## config.mk

```make
export PLATFORM = sky130hd
export DESIGN_NAME = stream_fork
export DESIGN_NICKNAME = d
export VERILOG_FILES = /design/src/rtl/stream_fork.sv
export SDC_FILE = /design/constraint.sdc
export NUM_CORES = 1
export LEC_CHECK = 0
export ABC_AREA = 1
export ABC_CLOCK_PERIOD_IN_PS = 3710
export CORE_ASPECT_RATIO = 1.75
export CORE_MARGIN = 2
export CORE_UTILIZATION = 50
export DETAILED_ROUTE_END_ITERATION = 7
export GPL_ROUTABILITY_DRIVEN = 0
export PLACE_DENSITY = 0.69
export REMOVE_ABC_BUFFERS = 1
export SETUP_SLACK_MARGIN = 0.5
export SLEW_MARGIN = 15
export SYNTH_ARGS = -nofsm -noshare
export SYNTH_HDL_FRONTEND = slang
export SYNTH_SLANG_ARGS = --single-unit
export TNS_END_PERCENT = 20
```

## constraint.sdc

```tcl
create_clock -name clk -period 3.71 [get_ports clk]
set_input_delay 0.371 -clock clk [delete_from_list [all_inputs] [get_ports clk]]
set_output_delay 0.371 -clock clk [all_outputs]
set_load 0.01 [all_outputs]
```

## src/rtl/stream_fork.sv

```systemverilog
// Forks one wide valid/ready stream into OUT_NB independent lanes, each backed by a DEPTH-entry FIFO.
// Latency: a word accepted at edge N is visible on every lane after edge N; in_rdy is registered.
// Backpressure: input accepted only when every lane has room; optional skew check under STREAM_FORK_SKEW_CHECK_EN.
module stream_fork #(
    parameter int WIDTH    = 32,
    parameter int OUT_NB   = 4,
    parameter int DEPTH    = 4,
    parameter int MAX_SKEW = 4
) (
    input  logic                             clk,
    input  logic                             s_rst_n,
    input  logic [OUT_NB*WIDTH-1:0]          in_data,
    input  logic                             in_vld,
    output logic                             in_rdy,
    output logic [OUT_NB-1:0][WIDTH-1:0]     out_data,
    output logic [OUT_NB-1:0]                out_vld,
    input  logic [OUT_NB-1:0]                out_rdy,
    output logic                             error_skew
);

    localparam int CW = $clog2(DEPTH + 1);
    localparam int PW = (DEPTH > 1) ? $clog2(DEPTH) : 1;

    if (MAX_SKEW < 0 || MAX_SKEW > DEPTH) begin : g_bad_max_skew
        $error("stream_fork: MAX_SKEW must lie in 0..DEPTH");
    end

    logic                         push;
    logic [OUT_NB-1:0]            pop;
    logic [OUT_NB-1:0]            lane_ok;
    logic [OUT_NB-1:0][CW-1:0]    cnt_all;

    assign push = in_vld & in_rdy;
    assign pop  = out_vld & out_rdy;

    for (genvar i = 0; i < OUT_NB; i++) begin : g_lane
        logic [WIDTH-1:0] mem [DEPTH];
        logic [PW-1:0]    rd_ptr;
        logic [PW-1:0]    wr_ptr;
        logic [CW-1:0]    cnt;
        logic [CW-1:0]    cnt_nxt;

        always_ff @(posedge clk) begin
            if (push) begin
                mem[wr_ptr] <= in_data[i*WIDTH +: WIDTH];
            end
        end

        always_ff @(posedge clk) begin
            if (!s_rst_n) begin
                rd_ptr <= '0;
                wr_ptr <= '0;
                cnt    <= '0;
            end else begin
                if (push) begin
                    wr_ptr <= (wr_ptr == PW'(DEPTH - 1)) ? '0 : wr_ptr + PW'(1);
                end
                if (pop[i]) begin
                    rd_ptr <= (rd_ptr == PW'(DEPTH - 1)) ? '0 : rd_ptr + PW'(1);
                end
                cnt <= cnt_nxt;
            end
        end

        // in_rdy only admits a push when every lane has room, so cnt never exceeds DEPTH
        assign cnt_nxt     = cnt + CW'(push) - CW'(pop[i]);
        assign lane_ok[i]  = cnt_nxt < CW'(DEPTH);
        assign out_vld[i]  = cnt != '0;
        assign out_data[i] = mem[rd_ptr];
        assign cnt_all[i]  = cnt;
    end

    always_ff @(posedge clk) begin
        if (!s_rst_n) begin
            in_rdy <= 1'b0;
        end else begin
            in_rdy <= &lane_ok;
        end
    end

`ifdef STREAM_FORK_SKEW_CHECK_EN
    logic [CW-1:0] cnt_max;
    logic [CW-1:0] cnt_min;

    always_comb begin
        cnt_max = cnt_all[0];
        cnt_min = cnt_all[0];
        for (int i = 1; i < OUT_NB; i++) begin
            if (cnt_all[i] > cnt_max) cnt_max = cnt_all[i];
            if (cnt_all[i] < cnt_min) cnt_min = cnt_all[i];
        end
    end

    always_ff @(posedge clk) begin
        if (!s_rst_n) begin
            error_skew <= 1'b0;
        end else if ((cnt_max - cnt_min) > CW'(MAX_SKEW)) begin
            error_skew <= 1'b1;
        end
    end
`else
    logic unused_cnt;
    assign unused_cnt = ^cnt_all;
    assign error_skew = 1'b0;
`endif

endmodule

```

==> results_dict.tcl, run 1 <==
set metrics [dict create \
    run_status "finished clean" \
    synth.distinct_cells 25 \
    root_buffer "clkbuf_16" \
    synth_ff_type "edfxtp_1" \
    numCtsBuffers 47 \
    worst_pin_slew_ps 707.3 \
    p_switching_uw 5268 \
    fmax_mhz 328.7 \
    ant_nets 0 \
    wire_per_inst_microns 19.31 \
    dp.cells 2245 \
    power_uw 17550 \
    p_seq_frac 0.424 \
    die_w_microns 158.6 \
    skew_ps 20.52 \
    clockPowerShare 0.278 \
    dr_total_vias 12727 \
    period_needed_ps 3043 \
    grt_usage 0.2018 \
    min_path_cells 1 \
    grt_max_degree 65 \
    route.detailed.drc 0 \
    grt_pass1_vias 12744 \
    synth-edff-count 512 \
    period_share 0.8201 \
    setup_tns_ps 0 \
    power_leakage_uw 0.008545 \
    drt-total-wl_microns 45060 \
    rr_worst_depth 16 \
    slew_headroom 0.5270 \
    hold_viol 0 \
    switching_share 0.3002 \
    synth_seq_cells 549 \
    nNetsFinal 1906 \
    drv_cap 0 \
    cts_tree "built" \
    first_pass_iters 4 \
    drv_slew 0 \
    grt_pass1_wl_microns 67480 \
    num_rows 99 \
    ios 269 \
    clk_latency_ps 570 \
    yosysMostFrequentCell "edfxtp_1" \
    yosys.area.top_type "edfxtp_1" \
    ys_seq_area_frac 0.7702 \
    portBuffers 267 \
    synth.top_cells.by_count "edfxtp_1, nor2_1, o21ai_0, o22ai_1, o21ai_1" \
    clkSlewWorstSetupHoldPaths_ps 60 \
    htree_levels 2 \
    start_util 0.5043 \
    cts_buffer_depth 3 \
    die_area_sq_um 43570 \
    rsz0062_at_grt "yes" \
    netlist_area_sq_um 20930 \
    fin_cells 2334 \
    cp-end-kind "primary output" \
    overflow 0 \
    synth_top_area_frac 0.7348 \
    dp_hpwl_microns 26010 \
    syn_to_final_growth_pct 22.20 \
    synthTopCellsByArea "edfxtp_1, nor2_1, o21ai_0" \
    internal_power_uw 12280 \
    setup_viol 0 \
    max_stage_delay_ps 710 \
    cts_num_sinks 549 \
    crit_fanout 28 \
    syn_area_per_cell_sq_um 14.16 \
    fin_util 0.6162 \
    slowest_stage "dfxtp_2" \
    power_density_nw_per_um2 686.4 \
    post-route-worst-setup-slack_ps 667.4 \
    vdd_ir_drop_max_mv 0.4709 \
    hold_class "input port to flip-flop" \
    viasPerCell 5.453 \
    crit_type "flip-flop to primary output" \
    cts_hold_buffers 0 \
    worstPathRequired_ps 3340 \
    place_ws_ps 1190 \
    synthCells 1478 \
    async_reset_ff_frac 0 \
    die_h_microns 274.6 \
    drt_iter0_drc 917 \
    crit_chain "buf_4 > o21ai_0 > o22ai_1 > clkdlybuf4s50_1" \
    drive_gt1_frac 0.07095 \
    antenna_found_initial 2 \
    start_kind "flip-flop" \
    pwr-share-comb 0.298 \
    cp.arrival_ps 2670 \
    synth_warnings 0 \
    coreArea_sq_um 41500 \
]
==> logic make-up (layout without fill, tap and decap cells) <==
logic type	after synthesis	in the layout	synth area share
AOI/OAI and AO/OA	408	408	0.1062
xor gates and xnor gates	2	2	0.0008373
buffers and inverters	146	444	0.04066
DFF	549	549	0.7702
other	1	4	0.0001792
adders and majority gates	32	32	0.02057
and+or+nand+nor	340	340	0.06141
==> state kept, by name, summed over array words and instances, names as in the netlist, named ones only <==
| name | count |
|---|---|
| g_lane.cnt | 12 |
| g_lane.mem | 512 |
| g_lane.rd_ptr | 8 |
| g_lane.wr_ptr | 8 |
| in_rdy | 1 |
==> placed cells by master, fill, tap and decap left out <==
cell type        netlist  final
edfxtp_1             512    512
nor2_1               304    288
clkdlybuf4s50_1        0    267
o21ai_0              173    173
o22ai_1              128    128
o21ai_1               95     95
inv_1                 55     55
clkbuf_16              0     47
dfxtp_1               37     33
nand2_1               29     28
ha_1                  28     28
buf_4                 18     26
nor2_4                 0     13
clkinv_1               0     13
a21oi_1                8      8
nand3_1                7      7
inv_6                  3      6
clkinv_2               1      6
bufinv_16              0      6
clkbuf_1               5      6
inv_2                  4      4
fa_1                   4      4
clkinvlp_4             0      4
diode_2                0      3
nor2_2                 0      3
dfxtp_2                0      3
a211oi_2               2      2
a211oi_1               2      2
clkinv_4               0      2
nand2_2                0      1
inv_8                  1      1
xor2_1                 1      1
xnor2_1                1      1
dfxtp_4                0      1
conb_1                 1      1
buf_12                 0      1
==> power groups by stage <==
| stage | clock, uW | combinational, uW | sequential [uW] |
|---|---|---|---|
| floorplan | 0 | 2370 | 7640 |
| global placement | 0 | 5180 | 7550 |
| detailed placement | 0 | 5280 | 7570 |
| CTS | 5000 | 5320 | 7440 |
| global route | 5210 | 5750 | 7480 |
| finish | 4890 | 5230 | 7430 |
==> per-layer routing <==
| metal | part of all wire | track usage | vias to the layer above | wire, microns |
|---|---|---|---|---|
| li1 | - | - | 5971 | - |
| met1 | 0.38 | 0.2273 | 6366 | 17030 |
| met2 | 0.54 | 0.3786 | 319 | 24460 |
| met3 | 0.052 | 0.03292 | 71 | 2336 |
| met4 | 0.027 | 0.07444 | 0 | 1238 |
| met5 | 0 | 0 | - | 0 |
==> worst max-delay path, delay by kind of cell, from the launching register on <==
kind	cells	cell delay [ps]
DFF	1	710
AOI/OAI and AO/OA	2	460
buffers and inverters	2	950
==> through the flow <==
| stage | instance area (sq um) | hold slack, ps |
|---|---|---|
| 2_1_floorplan | 20340 | 464.5 |
| 3_3_place_gp | 24030 | 486.7 |
| 3_5_place_dp | 24030 | 507.3 |
| 4_1_cts | 25560 | 393.4 |
| 5_1_grt | 25570 | 415.9 |
| 6_report | 25570 | 431.0 |
==> layout make-up <==
| class | count | area (sq um) |
|---|---|---|
| diodes | 3 | 7.507 |
| clock buffers | 53 | 1199 |
| clock inverters | 33 | 327.8 |
| fillers | 3137 | 15930 |
| inverters | 64 | 264.0 |
| multi-input cells | 783 | 4066 |
| flip-flops and latches | 549 | 16120 |
| well taps | 555 | 694.4 |
| repair buffers | 294 | 2888 |
==> path summary, 6_finish.rpt <==
path	endpoint	start	slack, ps
setup / recovery	out_data[16]	flip-flop	670
hold / removal	g_lane[1].mem[2][9]$_DFFE_PP_	in_data[41]	430
setup reg to reg	in_rdy$_SDFF_PN0_	g_lane[2].cnt[1]$_SDFF_PN0_	1520
hold reg to reg	flip-flop	g_lane[1].rd_ptr[0]$_SDFFE_PN0N_	510
==> timing repair <==
action                                  4_1_cts  5_1_grt
buffers inserted                              0        0
gates resized for setup                       0        1
endpoints found under the setup margin        0        4
Note: power is estimated with default switching activity, not from simulation.
==> run 2, diff against run 1 <==
Settings changed: ABC_CLOCK_PERIOD_IN_PS 3710 to 2400, PLACE_DENSITY 0.69 to 0.72.
Clock period 3.71 ns to 2.4 ns, I/O delays scaled along.
==> run 2 against run 1 <==
  * Critical path depth is 2 higher
  * Hold slack worse by 120 ps
  * Final cell count is 4.0% higher
  * Core utilization is 3.1 points higher
  * Combinational power is 85% higher
==> results_dict.tcl, run 2 (same netlist as run 1, synthesis figures left out) <==
set metrics [dict create \
    run_status "finished clean" \
    drv_cap 0 \
    period_share 0.8437 \
    worstPathRequired_ps 2160 \
    worst_pin_slew_ps 591.7 \
    fill_cells 2967 \
    period_needed_ps 2025 \
    hold_viol 0 \
    reg2reg_from "g_lane[1].cnt[1]$_SDFF_PN0_" \
    crit_chain "buf_6 > buf_12 > buf_16 > o21ai_0 > o22ai_1 > buf_2" \
    overflow 0 \
    drt-total-wl_microns 50130 \
    rr_worst_depth 14 \
    start_util 0.5043 \
    cts_buffer_depth 3 \
    dr_total_vias 13497 \
    htree_levels 2 \
    hold_class "input port to flip-flop" \
    slowest_stage "dfxtp_4" \
    setup_tns_ps 0 \
    post-route-worst-setup-slack_ps 375.1 \
    rsz0062_at_grt "yes" \
    coreArea_sq_um 41500 \
    max_stage_delay_ps 450 \
    largest_register_ffs 512 \
    setup_viol 0 \
    portBuffers 267 \
    final_common_cell "edfxtp_1" \
    final_cell_mix "edfxtp_1, nor2_1, o21ai_0, clkdlybuf4s50_1, o22ai_1" \
    first_pass_iters 5 \
    whs_ps 313.9 \
    clkSlewWorstSetupHoldPaths_ps 70 \
    fin_util 0.6473 \
    ff2ff_setup_slack_ps 410 \
    fmax_mhz 493.8 \
    dp_hpwl_microns 27420 \
    grt_pass1_wl_microns 74190 \
    power_density_nw_per_um2 1057 \
    numCtsBuffers 48 \
    drive_gt1_frac 0.2396 \
    die_w_microns 158.6 \
    syn_to_final_growth_pct 28.37 \
    vdd_ir_drop_max_mv 0.9517 \
    wire_per_inst_microns 20.65 \
    crit_type "flip-flop to primary output" \
    root_buffer "clkbuf_16" \
    slew_headroom 0.6055 \
    reg_top3 "g_lane.mem x512, g_lane.cnt x12" \
    die_area_sq_um 43570 \
    grt_max_degree 65 \
    ios 269 \
    grt_usage 0.2242 \
    grt_pass1_vias 13806 \
    cp-end-kind "primary output" \
    ant_nets 0 \
    place_ws_ps 122.0 \
    clk_latency_ps 560 \
    cts_hold_buffers 0 \
    route.detailed.drc 0 \
    die_h_microns 274.6 \
    num_rows 99 \
    drt_iter0_drc 857 \
    endpoint "out_data[77]" \
    crit_fanout 6 \
    cts_num_sinks 549 \
    regMostFlops "g_lane.mem" \
    power_leakage_uw 0.009320 \
    skew_ps 8.362 \
    antenna_found_initial 4 \
    cts_tree "built" \
    start_kind "flip-flop" \
    regToRegEndpoint "in_rdy$_SDFF_PN0_" \
    viasPerCell 5.561 \
    nNetsFinal 2002 \
    drv_slew 0 \
    cp.arrival_ps 1780 \
]
==> run 2: per-layer routing <==
layer  global-route usage  vias up  part of all wire
met5                    0        -           0.00054
met4              0.08843        4             0.032
met3              0.04379      121             0.061
met2               0.4245      426              0.56
met1               0.2414     6778              0.35
li1                     -     6168                 -
==> run 2: report_power, final <==
group / switching [uW] / internal (uW) / leakage [uW]
combinational: 5550 / 4140 / 0.00368
sequential: 367 / 11100 / 0.00492
clock: 3240 / 3950 / 0.000717
total: 9160 / 19200 / 0.00932
==> run 2: what timing repair did <==
action                     in CTS  in global routing
gates resized for setup       625                 96
buffers inserted               50                  8
gates cloned                   17                  3
pin swaps                      42                 33
setup endpoints to repair     138                148
==> run 2: layout make-up <==
type / instances / area (sq um) / share of cell area
repair inverters: 9 / 142.6 / 0.005310
repair buffers: 380 / 3622 / 0.1349
clock inverters: 21 / 138.9 / 0.005170
inverters: 64 / 347.8 / 0.01295
flip-flops and latches: 549 / 16170 / 0.6018
well taps: 555 / 694.4 / 0.02585
clock buffers: 64 / 1313 / 0.04886
diodes: 2 / 5.005 / 0.0001863
multi-input cells: 783 / 4432 / 0.1650
==> run 2: worst min path at each step <==
stage | startpoint | end | slack, ps | cells after the start
CTS | in_data[27] | g_lane[0].mem[0][27]$_DFFE_PP_ | 290 | 1
global route | in_data[16] | g_lane[0].mem[3][16]$_DFFE_PP_ | 300 | 1
detailed placement | g_lane[2].rd_ptr[1]$_SDFFE_PN0P_ | g_lane[2].rd_ptr[1]$_SDFFE_PN0P_ | 510 | 2
floorplan | s_rst_n | g_lane[0].cnt[0]$_SDFF_PN0_ | 330 | 2
finish | in_data[27] | g_lane[0].mem[3][27]$_DFFE_PP_ | 310 | 1
global placement | g_lane[2].rd_ptr[1]$_SDFFE_PN0P_ | g_lane[2].rd_ptr[1]$_SDFFE_PN0P_ | 490 | 2
==> run 2: stage by stage <==
step	cell area, sq um	instances	total power, uW
floorplan	20340	1396	15460
global placement	24350	2262	19830
detailed placement	24350	2262	20090
CTS	26580	2414	27980
global route	26860	2427	29730
finish	26860	2427	28390
==> run 2: worst max-delay path: cells and delay by family (launching register included) <==
family                 cells  cell delay (ps)
buffers and inverters      4              540
flip-flops                 1              450
AO/OA/AOI/OAI              2              230
==> run 3, diff against run 2 <==
Settings changed: ABC_CLOCK_PERIOD_IN_PS 2400 to 1900, PLACE_DENSITY 0.72 to 0.69.
Clock period 2.4 ns to 1.9 ns, I/O delays scaled along.
==> run 3 against run 2 <==
  * The run now ends with negative setup slack left
  * Sequential power is 26% higher
  * Non-clock buffer count increased by 103
  * Worst setup slack lost 560 ps
  * Clock power increased by 32%
  * Flip-flop and latch count unchanged
  * Die area unchanged
  * Clock skew increased by 9.3 ps
  * Via count increased by 5.4%
  * Global-route usage is 0.85 points higher
  * Final cell count grew 4.4%
  * Critical endpoint is now out_data[67]
  * Largest power group is now combinational cells
  * Highest routed layer unchanged
==> results_dict.tcl, run 3 (same netlist as run 1, synthesis figures left out) <==
set metrics [dict create \
    route.detailed.drc 0 \
    ios 269 \
    drt_iter0_drc 978 \
    rsz0062_at_grt "yes" \
    wire_per_inst_microns 22.55 \
    dpl-instance-area_sq_um 25050 \
    portBuffers 267 \
    hold_class "input port to flip-flop" \
    start_kind "flip-flop" \
    setup_viol 114 \
    dr_total_vias 14220 \
    final_common_cell "edfxtp_1" \
    hold_viol 0 \
    fill_cells 2435 \
    dp_hpwl_microns 28400 \
    fmax_mhz 480.6 \
    power_density_nw_per_um2 1353 \
    drive_gt1_frac 0.4397 \
    clk_latency_ps 560 \
    crit_type "flip-flop to primary output" \
    ff2ff_setup_slack_ps -110 \
    grt_usage 0.2327 \
    reg_top3 "g_lane.mem x512, g_lane.cnt x12" \
    ant_nets 0 \
    violations "negative setup slack" \
    viasPerCell 5.612 \
    drv_slew 0 \
    start_util 0.5043 \
    overflow 0 \
    grt_pass1_vias 14374 \
    drv_cap 0 \
    finalInstanceArea_sq_um 30520 \
    antenna_found_initial 7 \
    cts_num_sinks 549 \
    period_share 1.095 \
    cp.arrival_ps 1890 \
    power_leakage_uw 0.01063 \
    clkSlewWorstSetupHoldPaths_ps 70 \
    die_h_microns 274.6 \
    coreArea_sq_um 41500 \
    regMostFlops "g_lane.mem" \
    period_needed_ps 2081 \
    htree_levels 2 \
    vdd_ir_drop_max_mv 1.061 \
    root_buffer "clkbuf_16" \
    worstPathRequired_ps 1710 \
    post-route-worst-setup-slack_ps -180.8 \
    crit_fanout 6 \
    place_ws_ps -308.2 \
    die_w_microns 158.6 \
    cts_buffer_depth 3 \
    cts_tree "built" \
    die_area_sq_um 43570 \
    grt_max_degree 33 \
    drt-total-wl_microns 57140 \
    cp-end-kind "primary output" \
    first_pass_iters 5 \
    grt_pass1_wl_microns 77360 \
    setup_tns_ps -6280 \
    largest_register_ffs 512 \
    num_rows 99 \
    final_cell_mix "edfxtp_1, nor2_1, clkdlybuf4s50_1, o21ai_2, buf_2" \
    nNetsFinal 2102 \
    skew_ps 17.64 \
    numCtsBuffers 46 \
    run_status "finished with violations" \
    syn_to_final_growth_pct 45.87 \
]
run 3: final timing paths:
path	from	to	cells after the start
setup / recovery	flip-flop	out_data[67]	6
hold / removal	in_data[47]	g_lane[1].mem[3][15]$_DFFE_PP_	1
setup reg to reg	g_lane[1].cnt[2]$_SDFF_PN0_	in_rdy$_SDFF_PN0_	14
hold reg to reg	g_lane[3].rd_ptr[1]$_SDFFE_PN0N_	flip-flop	2
run 3: layer usage:
layer | vias up | routed length (microns) | part of all wire | global-route usage
li1 | 6384 | - | - | -
met1 | 7211 | 20070 | 0.35 | 0.2487
met2 | 485 | 31570 | 0.55 | 0.4342
met3 | 138 | 3102 | 0.054 | 0.04316
met4 | 2 | 2375 | 0.042 | 0.1128
met5 | - | 12 | 0.00021 | 0
run 3: layout make-up:
type	instances	area [sq um]	share of cell area
Clock inverter	20	176.4	0.005780
Multi-Input combinational cell	783	6111	0.2002
Inverter	64	336.6	0.01103
Sequential cell	549	16150	0.5289
Timing Repair inverter	8	110.1	0.003607
Tap cell	555	694.4	0.02275
Clock buffer	65	1326	0.04345
Timing Repair Buffer	483	5607	0.1837
Antenna cell	7	17.52	0.0005739
run 3: through the flow:
| step | utilization | instances | total power [uW] | hold slack (ps) |
|---|---|---|---|---|
| floorplan | - | 1396 | 19530 | 283.5 |
| CTS | 0.6744 | 2471 | 37630 | 230.1 |
| global route | 0.7355 | 2533 | 43020 | 244.6 |
| finish | 0.7356 | 2534 | 41310 | 252.2 |
| global placement | 0.6036 | 2312 | 26080 | 489.2 |
| detailed placement | 0.6036 | 2312 | 26400 | 503.0 |
run 3: worst max-delay path, stage by stage, from the launching register on:
cell and delay, ps:
dfxtp_4 370, buf_12 150, buf_12 120, buf_8 120, o21ai_0 270, o22ai_1 140
buf_2 160
run 3: power breakdown:
| part | switching (uW) | internal, uW | leakage [uW] |
|---|---|---|---|
| registers | 448 | 14000 | 0.00492 |
| clock network | 4190 | 5290 | 0.000732 |
| logic | 8950 | 8400 | 0.00498 |
run 3: what timing repair did:
item / CTS / global route
resized for setup: 818 / 494
hold buffers: 0 / 0
pin swaps: 101 / 157
endpoints found under the setup margin: 638 / 658
cloned: 30 / 30
buffers inserted: 44 / 26
